$ cat src/rtl/fm_retune_ctrl.sv
// Retune sequencer between reg_map and fmSigMix: mutes audio, slews the NCO
// tuning word to its new target in bounded steps, then restores audio gain.
module fm_retune_ctrl #(
    parameter int unsigned STEP_DIV  = 50,
    parameter logic [31:0] FREQ_STEP = 32'h0000_1000,
    parameter logic [15:0] GAIN_STEP = 16'd64
) (
    input  logic        i_clk,
    input  logic        i_rst_n,
    input  logic [31:0] i_tgt_freq,
    input  logic [15:0] i_tgt_gain,
    input  logic        i_mute_req,
    output logic [31:0] o_rf_freq,
    output logic [15:0] o_audio_gain,
    output logic        o_busy,
    output logic        o_locked
);

    typedef enum logic [1:0] {IDLE, MUTE_DN, SLEW, MUTE_UP} state_t;

    localparam logic [15:0] TICK_LAST = 16'(STEP_DIV - 1);

    state_t      state;
    logic [31:0] tgt_f;
    logic [15:0] tgt_g;
    logic        mute;
    logic [15:0] tick_cnt;
    logic        tick;
    logic [15:0] goal;
    logic [15:0] gain_nxt;
    logic [31:0] freq_nxt;

    // Move cur toward goal by at most step; snapping when close means the
    // unsigned add/subtract can never overshoot or wrap.
    function automatic logic [31:0] ramp32(input logic [31:0] cur,
                                           input logic [31:0] tgt,
                                           input logic [31:0] step);
        logic [31:0] diff;
        diff = (tgt > cur) ? tgt - cur : cur - tgt;
        if (step == '0 || diff <= step)
            return tgt;
        return (tgt > cur) ? cur + step : cur - step;
    endfunction

    function automatic logic [15:0] ramp16(input logic [15:0] cur,
                                           input logic [15:0] tgt,
                                           input logic [15:0] step);
        logic [15:0] diff;
        diff = (tgt > cur) ? tgt - cur : cur - tgt;
        if (step == '0 || diff <= step)
            return tgt;
        return (tgt > cur) ? cur + step : cur - step;
    endfunction

    assign tick = (tick_cnt == TICK_LAST);

    always_comb begin
        // NOTE: every output of this block gets a default first so no path
        // leaves it unassigned, which would otherwise infer a latch.
        goal     = tgt_g;
        gain_nxt = o_audio_gain;
        freq_nxt = o_rf_freq;
        if (mute || state == MUTE_DN || state == SLEW)
            goal = '0;
        if (tick) begin
            gain_nxt = ramp16(o_audio_gain, goal, GAIN_STEP);
            if (state == SLEW)
                freq_nxt = ramp32(o_rf_freq, tgt_f, FREQ_STEP);
        end
    end

    // NOTE: state uses non-blocking assignments so every register samples
    // pre-edge values, making a tick at a transition use the old state's rule.
    always_ff @(posedge i_clk or negedge i_rst_n) begin
        if (!i_rst_n) begin
            state        <= IDLE;
            tgt_f        <= '0;
            tgt_g        <= '0;
            mute         <= 1'b0;
            tick_cnt     <= '0;
            o_rf_freq    <= '0;
            o_audio_gain <= '0;
            o_busy       <= 1'b0;
            o_locked     <= 1'b0;
        end else begin
            tgt_f        <= i_tgt_freq;
            tgt_g        <= i_tgt_gain;
            mute         <= i_mute_req;
            tick_cnt     <= tick ? '0 : tick_cnt + 16'd1;
            o_audio_gain <= gain_nxt;
            o_rf_freq    <= freq_nxt;
            o_busy       <= 1'b1;
            o_locked     <= 1'b0;

            case (state)
                IDLE: begin
                    if (tgt_f != o_rf_freq) begin
                        state <= MUTE_DN;
                    end else begin
                        o_busy   <= 1'b0;
                        o_locked <= 1'b1;
                    end
                end
                MUTE_DN: begin
                    if (o_audio_gain == '0)
                        state <= SLEW;
                end
                SLEW: begin
                    if (o_rf_freq == tgt_f)
                        state <= MUTE_UP;
                end
                MUTE_UP: begin
                    // A fresh retune request outranks finishing the ramp-up.
                    if (tgt_f != o_rf_freq) begin
                        state <= MUTE_DN;
                    end else if (o_audio_gain == goal) begin
                        state    <= IDLE;
                        o_busy   <= 1'b0;
                        o_locked <= 1'b1;
                    end
                end
                default: state <= IDLE;
            endcase
        end
    end

endmodule

$ cat config.mk
export PLATFORM = sky130hd
export DESIGN_NAME = fm_retune_ctrl
export DESIGN_NICKNAME = d
export VERILOG_FILES = /design/src/rtl/fm_retune_ctrl.sv
export SDC_FILE = /design/constraint.sdc
export NUM_CORES = 1
export LEC_CHECK = 0
export CELL_PAD_IN_SITES_DETAIL_PLACEMENT = 1
export CELL_PAD_IN_SITES_GLOBAL_PLACEMENT = 1
export CORE_MARGIN = 1
export CORE_UTILIZATION = 45
export DETAILED_ROUTE_END_ITERATION = 12
export PLACE_DENSITY_LB_ADDON = 0.1
export SETUP_SLACK_MARGIN = 0.5
export SLEW_MARGIN = 20
export SYNTH_ARGS = -nofsm -noshare
export SYNTH_HDL_FRONTEND = slang
export SYNTH_SLANG_ARGS = --single-unit
$ cat constraint.sdc
create_clock -name i_clk -period 12.1 [get_ports i_clk]
set_input_delay 2.42 -clock i_clk [delete_from_list [all_inputs] [get_ports i_clk]]
set_output_delay 2.42 -clock i_clk [all_outputs]
set_load 0.1 [all_outputs]
==> Word-level counts from Yosys, hierarchy flattened <==
Cells that the tools add are included.
{ "word_totals": {"out_inout_bits": 50, "register_bits": 117, "input_bits": 51, "word_cells": 68} }
{ "op_classes": {"eq_ne": 11, "mux": 29, "n_lt_le_gt_ge": 4, "add_sub_neg": 9, "reduce_logical": 6} }
{ "op_table": {"columns": ["operator", "n"], "rows": [
  ["$mux 32", 4],
  ["$mux 16", 6],
  ["$sub 32x32->32", 2],
  ["$add 32x13->32 const B", 1],
  ["$eq 32x32->1", 1],
  ["$gt 32x32->1", 1],
  ["$le 32x13->1 const B", 1],
  ["$ne 32x32->1", 1],
  ["$sub 16x16->16", 2],
  ["$sub 32x13->32 const B", 1],
  ["$add 16x1->16 const B", 1],
  ["$add 16x7->16 const B", 1],
  ["$eq 16x16->1", 1],
  ["$eq 16x6->1 const B", 1],
  ["$gt 16x16->1", 1],
  ["$le 16x7->1 const B", 1],
  ["$logic_not 16->1", 1],
  ["$sub 16x7->16 const B", 1],
  ["$mux 1", 11],
  ["$mux 2", 5],
  ["$pmux 2 s4", 1],
  ["$eq 2x2->1 const B", 2],
  ["$ne 2x1->1 const B", 2],
  ["$pmux 1 s2", 2],
  ["other kinds (7)", 8]
]} }

==> Logic depth before layout (Yosys ltp) <==
Gate-level depths: netlist of the first run.
{ "logic_depth": {"word_depth": 10, "ltp_mapped": 28, "ltp_nobuf": 24} }

==> Least setup slack after synthesis of the first run <==
Ideal clock, no wire load.
{ "synth_timing": {"kind": "reg2reg", "startpoint": "reg o_rf_freq[12]", "endpoint": "reg o_rf_freq[31]", "arrival_time_ns": 5.910, "stages_incl_launch_ff": 25, "setup_slack_ns": 6.104, "path_buffers": 2, "period_less_slack_ns": 5.996, "cell_sequence": "dfrtp_1 inv_1 ha_1 buf_4 nand4_1 or2_0 a2bb2oi_1 nand3_2 a311oi_4 nor2_4 inv_2 buf_2 ha_1 a21o_1 a21oi_1 o21ai_0 o41ai_1 o21ai_0 o41ai_1 o211ai_1 a31o_2 a21oi_1 xnor2_1 o211ai_1 o211ai_1"} }
{ "synth_between": {"elab_chain_cells": 7, "elab_cells_between_ends": 12, "classes_between": "add/sub (4); order compare (2); mux (6)"} }
{ "synth_rtl": {"columns": ["item", "line_no", "text"], "rows": [
  ["start: declaration", "13", "output logic [31:0] o_rf_freq,"],
  ["start signal: assignment", "91", "o_rf_freq <= freq_nxt;"],
  ["$sub 32x32->32 / $gt 32x32->1 (equally long branches)", "39, 42", null],
  ["$mux 32", "39", "diff = (tgt > cur) ? tgt - cur : cur - tgt;"],
  ["$le 32x13->1", "40", "if (step == '0 || diff <= step)"],
  ["$mux 1", "40", null],
  ["$mux 1", "67", "if (state == SLEW)"],
  ["$mux 1", "65", "if (tick) begin"],
  ["$mux 32 (*)", "42", "return (tgt > cur) ? cur + step : cur - step;"]
]} }
Every way passes the cells marked *; elsewhere a longest branch is shown, timed or not. The select of a mux whose other input is x is not followed.
A chain may end at the register's enable or synchronous reset.

==> Final worst setup path of the first run <==
{ "layout_timing": {"startpoint": "reg o_rf_freq[17]", "endpoint": "reg o_rf_freq[31]"} }
Same word-level chain as after synthesis.

==> results of run 1 <==
## logic make-up after synthesis
kind of cell	count (synthesis)	share of synthesized area, %
flops	117	25.9
buf+inv	190	6.82
mux	41	3.67
compound gates	419	24.5
xor+xnor	63	4.88
simple gates	420	19.4
fa+ha+maj	132	14.9
## power by group through the flow
stage / Combinational [W] / Sequential (W) / Clock, W
final: 0.000171 / 0.000406 / 0.000561
after global routing: 0.000187 / 0.000407 / 0.000580
after CTS: 0.000170 / 0.000406 / 0.000564
after detailed placement: 0.000168 / 0.000413 / 0
after global placement: 0.000166 / 0.000413 / 0
after floorplan: 0.000106 / 0.000411 / 0
## how the worst max path moves through the flow
stage               cells past startpoint              end  slack (ns)          start
finish                                 20    o_rf_freq[31]        5.38  o_rf_freq[17]
global route                           20    o_rf_freq[31]        4.81  o_rf_freq[17]
CTS                                    20  o_audio_gain[4]        5.32       state[1]
detailed placement                     20  o_audio_gain[4]        5.45       state[1]
global placement                       20  o_audio_gain[5]        5.58       state[1]
floorplan                              24    o_rf_freq[31]        6.10  o_rf_freq[12]
## final cells by class
cell class | instances | area, um^2 | share of cell area (%)
multi-input cells | 1075 | 7650 | 58.2
flip-flops and latches | 117 | 2930 | 22.3
repair buffers | 108 | 1060 | 8.08
inverters | 127 | 477 | 3.63
clock buffers | 18 | 429 | 3.27
well taps | 324 | 405 | 3.08
clock inverters | 14 | 193 | 1.47
## worst max-delay path: cells and delay by family, from the launching register on
family          cells  cell delay (ns)
simple gates        4             1.57
xor+xnor            1             0.17
flops               1             0.48
compound gates     11             2.73
buf+inv             2             0.72
fa+ha+maj           2             0.95
## per-stage QoR
stage	utilization (%)	area, um^2
final	53.7	13100
after global placement	51.1	12500
after detailed placement	51.2	12500
after global routing	53.7	13100
after floorplan	-	11300
after CTS	53.7	13100
## cells in the final DEF (no fill, tap or decap), drive strengths merged, types with 21 or more instances in the layout
master	synthesis	final
nand3	49	49
clkdlybuf4s50	0	99
xnor2	42	42
a21o	36	36
nand4	36	36
nand2	108	108
a21oi	119	119
o21ai	86	86
inv	127	131
ha	128	128
nor3	45	45
mux2i	37	37
nor2	65	65
dfrtp	117	117
o211ai	48	48
xor2	21	21
## cell usage after synthesis (37+ instances only)
master                       n  area share [%]
sky130_fd_sc_hd__nand3_1    47             2.1
sky130_fd_sc_hd__xnor2_1    42             3.3
sky130_fd_sc_hd__o211ai_1   48             3.2
sky130_fd_sc_hd__o21ai_0    71             3.1
sky130_fd_sc_hd__mux2i_1    37             3.3
sky130_fd_sc_hd__dfrtp_1   117              26
sky130_fd_sc_hd__nor2_1     64             2.1
sky130_fd_sc_hd__inv_1     125             4.1
sky130_fd_sc_hd__nor3_1     43             1.9
sky130_fd_sc_hd__ha_1      128              14
sky130_fd_sc_hd__nand2_1   108             3.6
sky130_fd_sc_hd__a21oi_1   119             5.3
## layer usage
layer / up-vias / wire [um]
met2: 287 / 18400
met4: 0 / 943
met1: 5525 / 17600
met5: - / 0
li1: 5148 / -
met3: 69 / 1760
## flip-flops by register name, indices dropped and copies added (netlist names), 2 cells and up
signal and count:
tick_cnt 16, o_audio_gain 16, o_rf_freq 32, tgt_g 16, tgt_f 32, state 2
==> results list, run 1 <==
- Routability-driven placement finished with a final weighted congestion of 0.958.
* Hold Path Cell Cnt: 1
- Pre-CTS setup slack: 5.45 ns
- The die covers between 20000 and 30000 um^2.
- Post-synthesis sequential area ratio: between 20% and 30%
- For this design the ratio of total power to cell area is 86.6 nW/um^2.
- The initial antenna violation count came to 0.
- R2R Path Start: o_rf_freq[17]
* Hold buffer count at cts: 0
* Ys Warns: 0
* Number of search-and-repair iterations in the first detailed-routing pass: 5
* Synthesized net count: 1565
- Clock buffer count from CTS: 17
- For this run, asynchronously set or reset flops after synthesis account for 100%.
- Fraction of final layout cells sized beyond drive strength 1: 5.00%
- Crit-path cells: inv_1, ha_1, and2_1, nor3b_4, and3_1, nor2_4, inv_2, ha_1, a21o_1, a21oi_1, o21ai_0, o41ai_1, o21ai_0, o41ai_1, o211ai_1, a31o_2, a21oi_1, xnor2_1, o211ai_1, o211ai_1
- Fillers: around 3000
* DRT antenna net count: 0
- Between clock sinks in the finished design, the worst skew comes to 0.0156 ns.
- In this run the cell area of the synthesized design comes to 11300 um^2.
* Final critical delay including setup and external delays: around 6.7 ns
- Endpoint of the most critical register-to-register path: o_rf_freq[31]
- Internal power consumption: 0.000796 W
- Worst slack on hold paths: 0.479 ns
- DIE WIDTH: around 160 um
* Met2 track utilization from global routing: approximately 51%
* Final worst path period share: a little under three fifths
- Area delta synth->final: 16.1%
- R2R cell count: 20
* Core region area: approximately 24000 um^2
- Hold Path Sink: tick_cnt[15]
* Clock tree sinks: about 120
- Diode insertion count for antenna repair: 0
* Grt peak-use layer: met2
- Number of different library cells in the post-synthesis netlist: 88
* Tot GR Track Use: 30.2%
- Portion of total power attributed to sequential cells: between 30% and 40%
- The largest single stage delay on the critical path is between 0.6 and 0.7 ns.
* Relative slew margins: 22.7%
- Of the total power, the clock network draws 49.3%.
- Nets@finish: ~1600
* WL final: 38.7 mm
* Main synth FF type: sky130_fd_sc_hd__dfrtp_1
* Die Ht: around 160 um
- Vias per std cell: between 6 and 7
- Final non-filler cell total: 1783
* Worst hold path startpoint: tick_cnt[15]
* Final Hold Fails: 0
- Port-buffer cells: 100
- Dividing the synthesized area by the synthesized cell count gives slightly above 8 um^2.
* Number of setup violations in the final report: 0
- STA puts the critical path data required time at 12.45 ns.
- Critical-path top delay cell: sky130_fd_sc_hd__inv_2
- The path class of the tightest hold or removal check is reg2reg.
- Type of the worst setup path: reg2reg
- Slack of the worst reg-to-reg path: 5.38 ns
- Clock latency at the later pin of the worst-skew pair: 0.44 ns
* Worst Path Max Fanout: 36
- The worst setup path is captured at a flop.
- The worst-case IR drop observed on VDD is 0.0709 mV.
- In the final timing run, aggregate negative setup slack is 0 ns.
- In this run, the combinational gates consume between 10% and 20% of the power.
* Via count of the first global-routing pass: 11400
* CP Data Arrival Time: 7.07 ns
* Postcts setup bufs: 0
- Switching share of power: 30.1%
- Tightest Pin Transition: 1.16 ns
- Clock-pin slew was measured on the worst setup and hold paths at 0.07 ns.
- Register bit count reported by yosys: 117
* WL per Instance: 21.7 um
- The first global-routing pass estimated 61.7 mm of wire.
* Reported leakage power: 6.00 nW
* Number of gates given a new drive strength after cts: 0
- Setup slack on the critical path of the routed design comes to 5.38 ns.
- Maximum clock frequency: ~150 MHz
- Initial drt markers: 628
- For this block, the via count after detailed routing is 11000.
* Post-layout power: 0.00114 W
- Crit path top cell by count: sky130_fd_sc_hd__o211ai_1
- For this configuration, the core starts out at a cell density of ~46%.
- The tree is rooted in a sky130_fd_sc_hd__clkbuf_16.
* Max Root-Sink Buffers: 2
- In this run, synthesis inferred 0 flip-flops with an integrated enable.
* Max-slew violations: 0
- STA classifies the critical path startpoint as a flop.
* Cells after synthesis: between 1000 and 1500
- After detailed routing, the number of remaining DRC violations is 0.
- Final HPWL from detailed placement: 29.2 mm
- Met1 Usage GRT: 39.0%
- Entering global routing, the biggest net connects 72 pins.
* Sw power: 0.000342 W
- Max-cap violations in this run came to 0.
- Gr ovfl total: 0
* Setup repair after global routing missed its margin: no
* Status: finished, final reports clean
* GR met3 Demand/Resource: about 5.7%
- # placed instances: 1751
* Number of placement rows: 57
- The H-tree generated during clock tree synthesis spans 4 levels.
- For this design the top-level I/O count stands at 101.
- TritonCTS built the clock tree.
(Power assumes the default switching activity.)
==> inputs of run 2 (changes only) <==
- clock period: 12.1 -> 6.5 ns (I/O delays scaled with it)
==> run 2 against run 1 <==
Net effect: non-clock buffer count rose by 9; wire length fell by 1.8%; worst setup slack got worse by 4.5 ns; global-route usage fell by 0.40 points; sequential share of layout area fell by 0.055 points; design area rose by 0.25%; maximum frequency rose by 19%; die area did not move; clock-buffer cell count fell by 1.
==> results list, run 2 (synthesis gave the netlist of run 1 again) <==
* Nets@finish: 1638 (was 1629)
- Sum of negative setup slack: 0 ns (unchanged)
- Cell class contributing the biggest share of worst-path delay: compound AO/OA/AOI/OAI gates (unchanged)
* Crit path required time: 6.86 ns (was 12.45 ns)
- Cell at the root of the clock tree: sky130_fd_sc_hd__clkbuf_16 (unchanged)
- Number of top-level design ports: 101 (unchanged)
- The initial cell density of the core was 46.3% (unchanged).
- Relative slew margins: 27.0% (was 22.7%)
- The arrival time reported for the critical path endpoint was 6.00 ns (was 7.07 ns).
* Routability Congestion: 0.929 (was 0.958)
- Setup repair after global routing missed its margin: yes (was no).
- Largest net degree at the start of global routing: 75 (was 72)
* Initial drt markers: 601 (was 628)
* R2R Path Start: o_rf_freq[18] (was o_rf_freq[17])
* DRT antenna net count: 0 (unchanged)
- Global-route wire length before repair: 60.8 mm (was 61.7 mm)
* WL final: 38.0 mm (was 38.7 mm)
- Routed via count: 11000 (about the same)
- The worst ir drop on vdd was 0.178 mV (was 0.0709 mV).
* Worst clock skew: 0.0180 ns (was 0.0156 ns)
- Highest-count cells in the layout ignoring fill and taps: sky130_fd_sc_hd__ha_1 (128), sky130_fd_sc_hd__inv_1 (125), sky130_fd_sc_hd__a21oi_1 (119) (unchanged)
- The area of the multi-input gates is 7650 um^2 (about the same).
- Status: finished, final reports clean (unchanged)
- Clock transition at path regs: 0.07 ns (about the same)
* Clock tree sinks: 117 (unchanged)
- Largest registers in the final layout: o_rf_freq: 32 flops, tgt_f: 32 flops (unchanged).
- Maximum clock frequency: 177 MHz (was 149 MHz)
- Type of the worst setup path: reg2reg (unchanged)
* Critical-path top delay cell: sky130_fd_sc_hd__ha_1 (was sky130_fd_sc_hd__inv_2)
- Start point of the critical path: o_rf_freq[18] (was o_rf_freq[17])
- Fraction of final layout cells sized beyond drive strength 1: 5.72% (was 5.00%)
* Crit-path cells: inv_1, ha_1, nand2_1, o21ai_1, a21oi_1, o31ai_2, a311oi_4, nor2_4, inv_2, ha_1, a21o_1, a21oi_1, o21ai_0, o41ai_2, o21ai_0, o41ai_2, o211ai_1, a31o_2, a21oi_1, xnor2_1, o211ai_1, o211ai_1 (was inv_1, ha_1, and2_1, nor3b_4, and3_1, nor2_4, inv_2, ha_1, a21o_1, a21oi_1, o21ai_0, o41ai_1, o21ai_0, o41ai_1, o211ai_1, a31o_2, a21oi_1, xnor2_1, o211ai_1, o211ai_1)
- The number of maximum-capacitance violations came to 0 (unchanged).
- Post-layout power: 0.00205 W (was 0.00114 W)
* Max Root-Sink Buffers: 2 (unchanged)
* Number of setup violations in the final report: 0 (unchanged)
- Area delta synth->final: 16.4% (was 16.1%)
- Fillers: 2932 (was 2915)
- The clock buffer count from CTS was 17 (unchanged).
- Final HPWL from detailed placement: 29.0 mm (was 29.2 mm)
* DRC: 0 (unchanged)
- Vias per std cell: 6.15 (was 6.19)
- Buffer and inverter count on the worst path: 2 (unchanged)
- Number of placement rows: 57 (unchanged)
- The initial antenna violation count is 1 (was 0).
- Diode insertion count for antenna repair: 0 (unchanged)
- The class of the tightest hold or removal check was reg2reg (unchanged).
- Clock latency at the later pin of the worst-skew pair: 0.45 ns (was 0.44 ns)
- The launch point of the worst hold path is tick_cnt[15] (unchanged).
* Tightest Pin Transition: 1.09 ns (was 1.16 ns)
- The total iterations of the first detailed-routing run is 5 (unchanged).
* Worst Path Max Fanout: 10 (was 36)
- Seq. cell area: 2930 um^2 (unchanged)
* Total power divided by cell area: 156 nW/um^2 (was 86.6 nW/um^2)
- DIE WIDTH: 161 um (unchanged)
- Tot GR Track Use: 29.8% (was 30.2%)
- The routed length per instance came to 21.2 um (was 21.7 um).
* Clock tree from TritonCTS: done (unchanged)
* Final worst path period share: 86.8% (was 55.6%)
- Critical path's largest stage delay: 0.51 ns (was 0.65 ns)
- Die area: 25800 um^2 (unchanged)
* Via count of the first global-routing pass: 11400 (about the same)
- The total count of hold-check failures in the final report came to 0 (unchanged).
- CTS H-Tree Depth: 4 (unchanged)
* Hold buffer count at cts: 0 (unchanged)
- Final critical delay including setup and external delays: 5.64 ns (was 6.72 ns)
* Reported leakage power: 6.04 nW (was 6.00 nW)
* Port-buffer cells: 100 (unchanged)
- The capturing element type of the critical path was a flop (unchanged).
* Core region area: 24500 um^2 (unchanged)
- The remaining global-route overflow was 0 (unchanged).
- The startpoint type of the worst setup path is a flop (unchanged).
* Max-slew violations: 0 (unchanged)
- The most common cell after layout, fill and taps aside was sky130_fd_sc_hd__ha_1 (unchanged).
* Die Ht: 161 um (unchanged)
[run 2: changes by cell type in the layout (fill, tap and decap cells not counted), sizes merged]
| cell | previous run | this run |
|---|---|---|
| buf | 9 | 18 |
| clkinv | 6 | 3 |
| inv | 131 | 137 |
| clkinvlp | 1 | 2 |
| bufinv | 3 | 0 |
| clkbuf | 18 | 17 |
[run 2: final cells by class]
type                            instances  share of cell area [%]
Clock buffer                           17                    3.23
Clock inverter                         15                    1.17
Inverter                              127                    3.62
Multi-Input combinational cell       1075                    58.1
Sequential cell                       117                    22.2
Tap cell                              324                    3.08
Timing Repair Buffer                  117                    8.60
[run 2: where the power goes]
group	switching, W	internal, W	leakage [nW]	total, W
Clock	0.000467	0.000512	0.279	0.000980
Sequential	0.0000102	0.000744	1.50	0.000755
Combinational	0.000195	0.000123	4.26	0.000318
Total	0.000672	0.00138	6.04	0.00205
[run 2: timing repair]
item                                    4_1_cts  5_1_grt
endpoints found under the setup margin        0       12
resized for setup                             0        5
setup buffers                                 0        0
hold endpoints to repair                      0        0
[run 2: metrics by stage]
stage	std cells	util (%)	area [um^2]	worst slack [ns]	hold slack (ns)
after floorplan	1382	-	11300	0.504	0.446
after global placement	1760	51.4	12600	0.844	0.463
after detailed placement	1760	51.4	12600	0.647	0.491
after CTS	1792	53.8	13200	0.606	0.505
after global routing	1792	53.9	13200	0.439	0.539
final	1792	53.9	13200	0.857	0.496
[run 2: path summary, 6_finish.rpt]
path | endpoint | slack, ns | cells past startpoint
max in group asynchronous | state[0] | 4.56 | 2
max | o_rf_freq[31] | 0.86 | 22
max reg2reg | o_rf_freq[31] | 0.86 | 22
min in group asynchronous | o_rf_freq[25] | 0.86 | 1
min | tick_cnt[15] | 0.50 | 1
min reg2reg | tick_cnt[15] | 0.50 | 1
[run 2: layer usage]
layer | GRT usage, % | up-vias | part of all wire (%)
li1 | - | 5174 | -
met1 | 39.2 | 5472 | 45
met2 | 50.2 | 309 | 48
met3 | 4.49 | 67 | 4.6
met4 | 9.31 | 2 | 2.2
met5 | 0 | - | 0.034
